[config.mk]
export PLATFORM = sky130hd
export DESIGN_NAME = dmem_access_ctrl
export DESIGN_NICKNAME = d
export VERILOG_FILES = /design/src/rtl/dmem_pkg.sv /design/src/rtl/dmem_timeout.sv /design/src/rtl/dmem_access_ctrl.sv
export SDC_FILE = /design/constraint.sdc
export NUM_CORES = 1
export LEC_CHECK = 0
export ABC_AREA = 1
export BUFFER_PORTS_ARGS = -buffer_cell sky130_fd_sc_hd__buf_2
export CAP_MARGIN = 5
export CORE_MARGIN = 5
export CORE_UTILIZATION = 50
export CTS_BUF_LIST = sky130_fd_sc_hd__clkbuf_4 sky130_fd_sc_hd__clkbuf_8
export DETAILED_ROUTE_END_ITERATION = 7
export GPL_TIMING_DRIVEN = 0
export HOLD_SLACK_MARGIN = 0.02
export PLACE_DENSITY = 0.86
export SYNTH_ARGS = -nofsm -noshare
export SYNTH_HDL_FRONTEND = slang
export SYNTH_HIERARCHICAL = 1
export SYNTH_SLANG_ARGS = --single-unit
[constraint.sdc]
create_clock -name clk_i -period 2.5 [get_ports clk_i]
set_input_delay 0.75 -clock clk_i [delete_from_list [all_inputs] [get_ports clk_i]]
set_output_delay 0.75 -clock clk_i [all_outputs]
set_load 0.005 [all_outputs]
[src/rtl/dmem_pkg.sv]
// Shared types and defaults for the data-memory access sequencer.
// Holds the sequencer state encoding and the default address/data widths.
// No ports; imported by dmem_access_ctrl and dmem_timeout.
package dmem_pkg;

    localparam int DMEM_ADDR_W = 32;
    localparam int DMEM_DATA_W = 32;

    typedef enum logic [1:0] {
        IDLE = 2'd0,
        REQ  = 2'd1,
        DONE = 2'd2
    } dmem_state_e;

endpackage

[src/rtl/dmem_timeout.sv]
// Ack-wait watchdog: counts cycles spent waiting in REQ and flags expiry.
// Ports: clk_i/rst_i (async active-low), clr_i restarts the count, en_i counts
// one cycle, expire_o is high in the LIMIT-th enabled cycle since the last clear.
// Only built when DMEM_ACCESS_CTRL_TIMEOUT_EN is defined.
`ifdef DMEM_ACCESS_CTRL_TIMEOUT_EN
module dmem_timeout
    import dmem_pkg::*;
#(
    parameter int LIMIT = 64
) (
    input  logic clk_i,
    input  logic rst_i,
    input  logic clr_i,
    input  logic en_i,
    output logic expire_o
);

    localparam int CNT_W = $clog2(LIMIT + 1);

    logic [CNT_W-1:0] cnt_q, cnt_d;

    // The count holds the number of REQ cycles already finished, so the
    // LIMIT-th REQ cycle is the one that sees LIMIT-1.
    assign expire_o = en_i && (cnt_q == CNT_W'(LIMIT - 1));

    always_comb begin
        cnt_d = cnt_q;
        if (clr_i) begin
            cnt_d = '0;
        end else if (en_i) begin
            cnt_d = cnt_q + CNT_W'(1);
        end
    end

    always_ff @(posedge clk_i or negedge rst_i) begin
        if (!rst_i) begin
            cnt_q <= '0;
        end else begin
            cnt_q <= cnt_d;
        end
    end

endmodule
`endif

[src/rtl/dmem_access_ctrl.sv]
// Data-memory access sequencer between EX/MEM and a multi-cycle data memory.
// Ports: MemRead_i/MemWrite_i/addr_i/data_i from EX/MEM; mem_* req/ack memory
// side; stall_o freezes the pipeline; rdata_o to MEM/WB; err_o timeout flag.
// Optional ack watchdog enabled by macro DMEM_ACCESS_CTRL_TIMEOUT_EN.
module dmem_access_ctrl
    import dmem_pkg::*;
#(
    parameter int ADDR_W      = DMEM_ADDR_W,
    parameter int DATA_W      = DMEM_DATA_W,
    parameter int TIMEOUT_CYC = 64
) (
    input  logic              clk_i,
    input  logic              rst_i,
    input  logic              MemRead_i,
    input  logic              MemWrite_i,
    input  logic [ADDR_W-1:0] addr_i,
    input  logic [DATA_W-1:0] data_i,
    output logic              stall_o,
    output logic              mem_req_o,
    output logic              mem_we_o,
    output logic [ADDR_W-1:0] mem_addr_o,
    output logic [DATA_W-1:0] mem_wdata_o,
    input  logic              mem_ack_i,
    input  logic [DATA_W-1:0] mem_rdata_i,
    output logic [DATA_W-1:0] rdata_o,
    output logic              err_o
);

    dmem_state_e       state_q, state_d;
    logic [ADDR_W-1:0] addr_q;
    logic [DATA_W-1:0] wdata_q;
    logic              we_q;
    logic [DATA_W-1:0] rdata_q;

    logic access_start;
    logic in_req;
    logic tmo_hit;

    assign in_req       = (state_q == REQ);
    assign access_start = (state_q == IDLE) && (MemRead_i || MemWrite_i);

`ifdef DMEM_ACCESS_CTRL_TIMEOUT_EN
    logic tmo_expire;
    logic err_q;

    dmem_timeout #(
        .LIMIT (TIMEOUT_CYC)
    ) u_timeout (
        .clk_i    (clk_i),
        .rst_i    (rst_i),
        .clr_i    (access_start),
        .en_i     (in_req),
        .expire_o (tmo_expire)
    );

    // A same-cycle ack is a normal completion, never an error.
    assign tmo_hit = tmo_expire && !mem_ack_i;

    always_ff @(posedge clk_i or negedge rst_i) begin
        if (!rst_i) begin
            err_q <= 1'b0;
        end else if (tmo_hit) begin
            err_q <= 1'b1;
        end
    end

    assign err_o = err_q;
`else
    logic unused_timeout_cyc;
    assign unused_timeout_cyc = (TIMEOUT_CYC != 0);
    assign tmo_hit            = 1'b0;
    assign err_o              = 1'b0;
`endif

    always_comb begin
        state_d = state_q;
        case (state_q)
            IDLE: if (MemRead_i || MemWrite_i) state_d = REQ;
            REQ:  if (mem_ack_i || tmo_hit)     state_d = DONE;
            // The op still held in EX/MEM during DONE must not re-issue.
            DONE: state_d = IDLE;
            default: state_d = IDLE;
        endcase
    end

    always_ff @(posedge clk_i or negedge rst_i) begin
        if (!rst_i) begin
            state_q <= IDLE;
            addr_q  <= '0;
            wdata_q <= '0;
            we_q    <= 1'b0;
            rdata_q <= '0;
        end else begin
            state_q <= state_d;
            if (access_start) begin
                // Write wins when both controls are high.
                addr_q  <= addr_i;
                wdata_q <= data_i;
                we_q    <= MemWrite_i;
            end
            if (in_req && mem_ack_i && !we_q) begin
                rdata_q <= mem_rdata_i;
            end
        end
    end

    // Gated by reset so the pipeline is released while reset is held,
    // even if EX/MEM still presents a memory op.
    assign stall_o     = rst_i && (access_start || in_req);
    assign mem_req_o   = in_req;
    assign mem_we_o    = we_q;
    assign mem_addr_o  = addr_q;
    assign mem_wdata_o = wdata_q;
    assign rdata_o     = rdata_q;

endmodule

== Word-level counts from Yosys, hierarchy flattened ==
Cells that the tools add are included.
Storage, ports and cells
  register bits after elaboration: 99
  input port bits: 101
  output and inout bits: 100
  word-level logic and storage cells: 20
Cells by class
  equality and inequality tests: 3
  muxes and demuxes: 3
  reduce and logical (&&, ||, !) cells: 9
Operators with widths (count)
  $logic_and A1 B1 Y1: 4
  $mux W2: 2
  $pmux W2 S2: 1
  $eq A2 B1 Y1 const B: 1
  $logic_not A2 Y1: 1
  $logic_or A1 B1 Y1: 2
  $ne A2 B1 Y1 const B: 1
  $ne A2 B2 Y1 const B: 1
  $reduce_and A2 Y1: 1
  $logic_not A1 Y1: 1

== Logic depth before layout (Yosys ltp) ==
  depth after elaboration: 4
  depth in mapped cells: 7
  gate-level depth less buffers: 5

== Worst setup path before layout ==
OpenSTA, ideal clock, no wires.
  path type: in2out
  from: input MemWrite_i
  to: output stall_o
  data arrival time: 1.256 ns
  data required time: 1.750 ns
  path slack: 0.494 ns
  stages: 5
  path buffers: 1
  cell sequence: inv_1 > nand2_1 > nand2_2 > buf_4 > a21boi_0
On the way
  longest elaborated chain between the ends: 4
RTL lines
  start: declaration: line dmem_access_ctrl.sv:15  | input logic MemWrite_i,
  $logic_or A1 B1 Y1: line dmem_access_ctrl.sv:40  | assign access_start = (state_q == IDLE) && (MemRead_i || MemWrite_i);
  $logic_and A1 B1 Y1: line dmem_access_ctrl.sv:40
  $logic_or A1 B1 Y1: line dmem_access_ctrl.sv:109  | assign stall_o = rst_i && (access_start || in_req);
  $logic_and A1 B1 Y1: line dmem_access_ctrl.sv:109
  end: declaration: line dmem_access_ctrl.sv:18  | output logic stall_o,
Every way passes these cells.

== Worst setup path after layout ==
  from: input MemRead_i
  to: output stall_o
On the way
  longest elaborated chain between the ends: 4
RTL lines
  start: declaration: line dmem_access_ctrl.sv:14  | input logic MemRead_i,
  $logic_or A1 B1 Y1: line dmem_access_ctrl.sv:40
  $logic_and A1 B1 Y1: line dmem_access_ctrl.sv:40
  $logic_or A1 B1 Y1: line dmem_access_ctrl.sv:109
  $logic_and A1 B1 Y1: line dmem_access_ctrl.sv:109
Every way passes these cells.

==> results.md <==
- Dpl hpwl: 8630 microns
- Die area: 9890 sq um
- Critical Path Max Stage Delay: 0.22 ns
- Share of cells above drive strength 1: 37.9%
- Data required time of the worst path: 1.75 ns
- Initial antenna violation count: 0
- Top Ports: 201
- CTS Sinks: 99
- Compound-gate portion of the synthesized area: 0.438%
- Fin crit share: 97.8%
- Power Dens Cells: 1190 nW/um^2
- Multi-input logic area: 1300 sq um
- Hold Fails Final Rpt: 0
- Residual DRC: 0
- FF+latch area: 2480 sq um
- Max Fclk: 0.409 GHz
- Type of the worst setup path: input pin to primary output
- Final weighted congestion in routability-driven placement: 0.939
- Die height: 99.5 microns
- Max Cap Viol: 0
- Max clock buf depth: 2
- Clock-pin slew on the worst setup and hold paths: 0.09 ns
- Clock skew: 0.0101 ns
- Adder-Cell Fraction of Synth Area: 0%
- Worst Path Max Fanout: 10
- First-pass GRT wire length: 18,400 microns
- Final nets: 752
- Unrepaired setup endpoints after global routing: no
- CP Launch Type: input pin
- Starting Density: 51.5%
- Yosys warns: 6
- Iter 0 DRT Violations: 135
- PortBufs: 198
- Crit-path slowest cell: a21boi_0
- Clk_lat worst skew: 0.35 ns
- CP arrival: 1.69 ns
- Max VDD drop: 0.557 mV
- Simple-gate share of the synthesized area: 32.1%
- Crit. End Element: primary output
- Final setup TNS: 0 ns
- CP delay by family, top: buffers and inverters
- Run status: finished clean
- Largest family of logic cells by synthesized area: simple AND/OR/NAND/NOR gates
- Buf/Inv on CP: 4
- Total global routing overflow: 0
- Vias in the first global route: 3,756
- Area Growth Syn to Fin: 34.0%
- Commonest non-fill, non-tap cell in the layout: buf_2
- Most frequent cells in the layout: 217 x buf_2, 194 x nand2_1, 99 x dfrtp_1
- Worst Slack Setup Final: 0.0559 ns
- Post-synthesis mux area share: 0%
- Netlist Area Pre-Place: 4000 sq um
- Leakage power: 3.16 nW
- CTS Root Cell: clkbuf_8
- ANT nets after route: 0
- GRT Total Usage: 23.4%
- Min-delay worst type: input pin to async pin
- Cell variety after synth: 15
- FF+latch count, synth: 99
- Fin crit period: 2.44 ns
- Routed WL: 11,500 microns
- Cell mode on critical path: buf_2
- Synth Instances: 440
- Pre-CTS setup slack: -0.361 ns
- Core area: 7770 sq um
- XOR/XNOR Fraction of Synth Area: 0%
- Drt wl/cell: 15.2 microns
- Width of the die: 99.5 microns
- H-Tree Depth: 3
- Post-Syn Area per Cell: 9.09 sq um
- Syn Nets: 541
- Design Power: 6.39 mW
- CTS tree: done
- Vias per inst: 5.11
- Final setup vio count: 0
- Fin util: 69.0%
- Fillers: 654
- TritonCTS buffer count: 9
- Vias post-DR: 3,865
- Cell Chain, Critical Path: buf_2 > inv_1 > nand2_1 > nand2_2 > buf_4 > a21boi_0 > buf_2
- FP Rows: 32
- Post-CTS setup buffer count: 0
- DR pass1 iterations: 5
- Largest net degree at the start of global routing: 52
- Ant diodes: 0
- Final Slew Violations: 0
- Register area share after synthesis: 61.9%
==> cell usage after synthesis <==
| master | count | share of area, % |
|---|---|---|
| nor2_4 | 1 | 0.28 |
| nor2_1 | 1 | 0.094 |
| o21ai_0 | 2 | 0.25 |
| a21boi_0 | 1 | 0.19 |
| nor2_2 | 1 | 0.16 |
| buf_2 | 20 | 2.5 |
| nand3_1 | 64 | 8.0 |
| clkbuf_1 | 5 | 0.47 |
| conb_1 | 1 | 0.094 |
| nand4_1 | 33 | 5.2 |
| nand2_2 | 1 | 0.16 |
| nand2_1 | 194 | 18 |
| inv_1 | 7 | 0.66 |
| buf_4 | 10 | 1.9 |
| dfrtp_1 | 99 | 62 |
==> cells by family (layout without fill, tap and decap cells) <==
logic type / count (synthesis) / count (layout)
and+or+nand+nor: 295 / 295
DFF: 99 / 99
buffers and inverters: 42 / 257
AOI/OAI and AO/OA: 3 / 3
other: 1 / 1
==> state kept, by name (all words and copies together) (netlist names) <==
signal / flops
mem_addr_o: 32
mem_wdata_o: 32
rdata_o: 32
state_q: 2
mem_we_o: 1
==> layout make-up <==
cell class,count,area share [%]
tap,102,2.38
buffer,35,3.62
multi-input combinational,299,24.3
timing repair buffer,200,19.9
clock buffer,11,2.59
sequential,99,46.2
inverter,7,0.490
clock inverter,4,0.537
==> path summary, 6_finish.rpt <==
kind                              from              end  slack, ns  cells after the start
min                              rst_i      rdata_o[26]       0.26                      1
max in group asynchronous        rst_i  mem_wdata_o[14]       1.66                      2
min reg2reg                rdata_o[14]      rdata_o[14]       0.47                      2
max                          MemRead_i          stall_o       0.06                      7
max reg2reg                   mem_we_o      rdata_o[28]       1.19                      4
min in group clk_i         rdata_o[14]      rdata_o[14]       0.47                      2
==> power by group <==
part / switching [mW] / leakage, nW / total [mW] / internal [mW]
logic: 1.56 / 1.85 / 2.71 / 1.15
registers: 0.410 / 1.23 / 2.78 / 2.37
clock network: 0.527 / 0.0822 / 0.906 / 0.380
total: 2.50 / 3.16 / 6.39 / 3.90
==> layer usage <==
metal | up-vias | global-route usage (%) | share of wire, %
met5 | - | 0 | 0
met3 | 22 | 4.49 | 8.0
met2 | 176 | 38.4 | 49
li1 | 1853 | - | -
met1 | 1814 | 30.8 | 41
met4 | 0 | 9.03 | 2.2
==> metrics by stage <==
stage	hold WS [ns]	instance area, sq um	cells
finish	0.261	5360	757
global placement	0.450	5120	740
CTS	0.249	5360	757
floorplan	0.454	4000	440
detailed placement	0.454	5150	741
global route	0.248	5360	757
==> timing repair <==
item,in CTS,in global routing
resized for setup,3,0
endpoints found under the setup margin,1,0
hold buffers,0,0
Note: power is estimated with default switching activity, not from simulation.
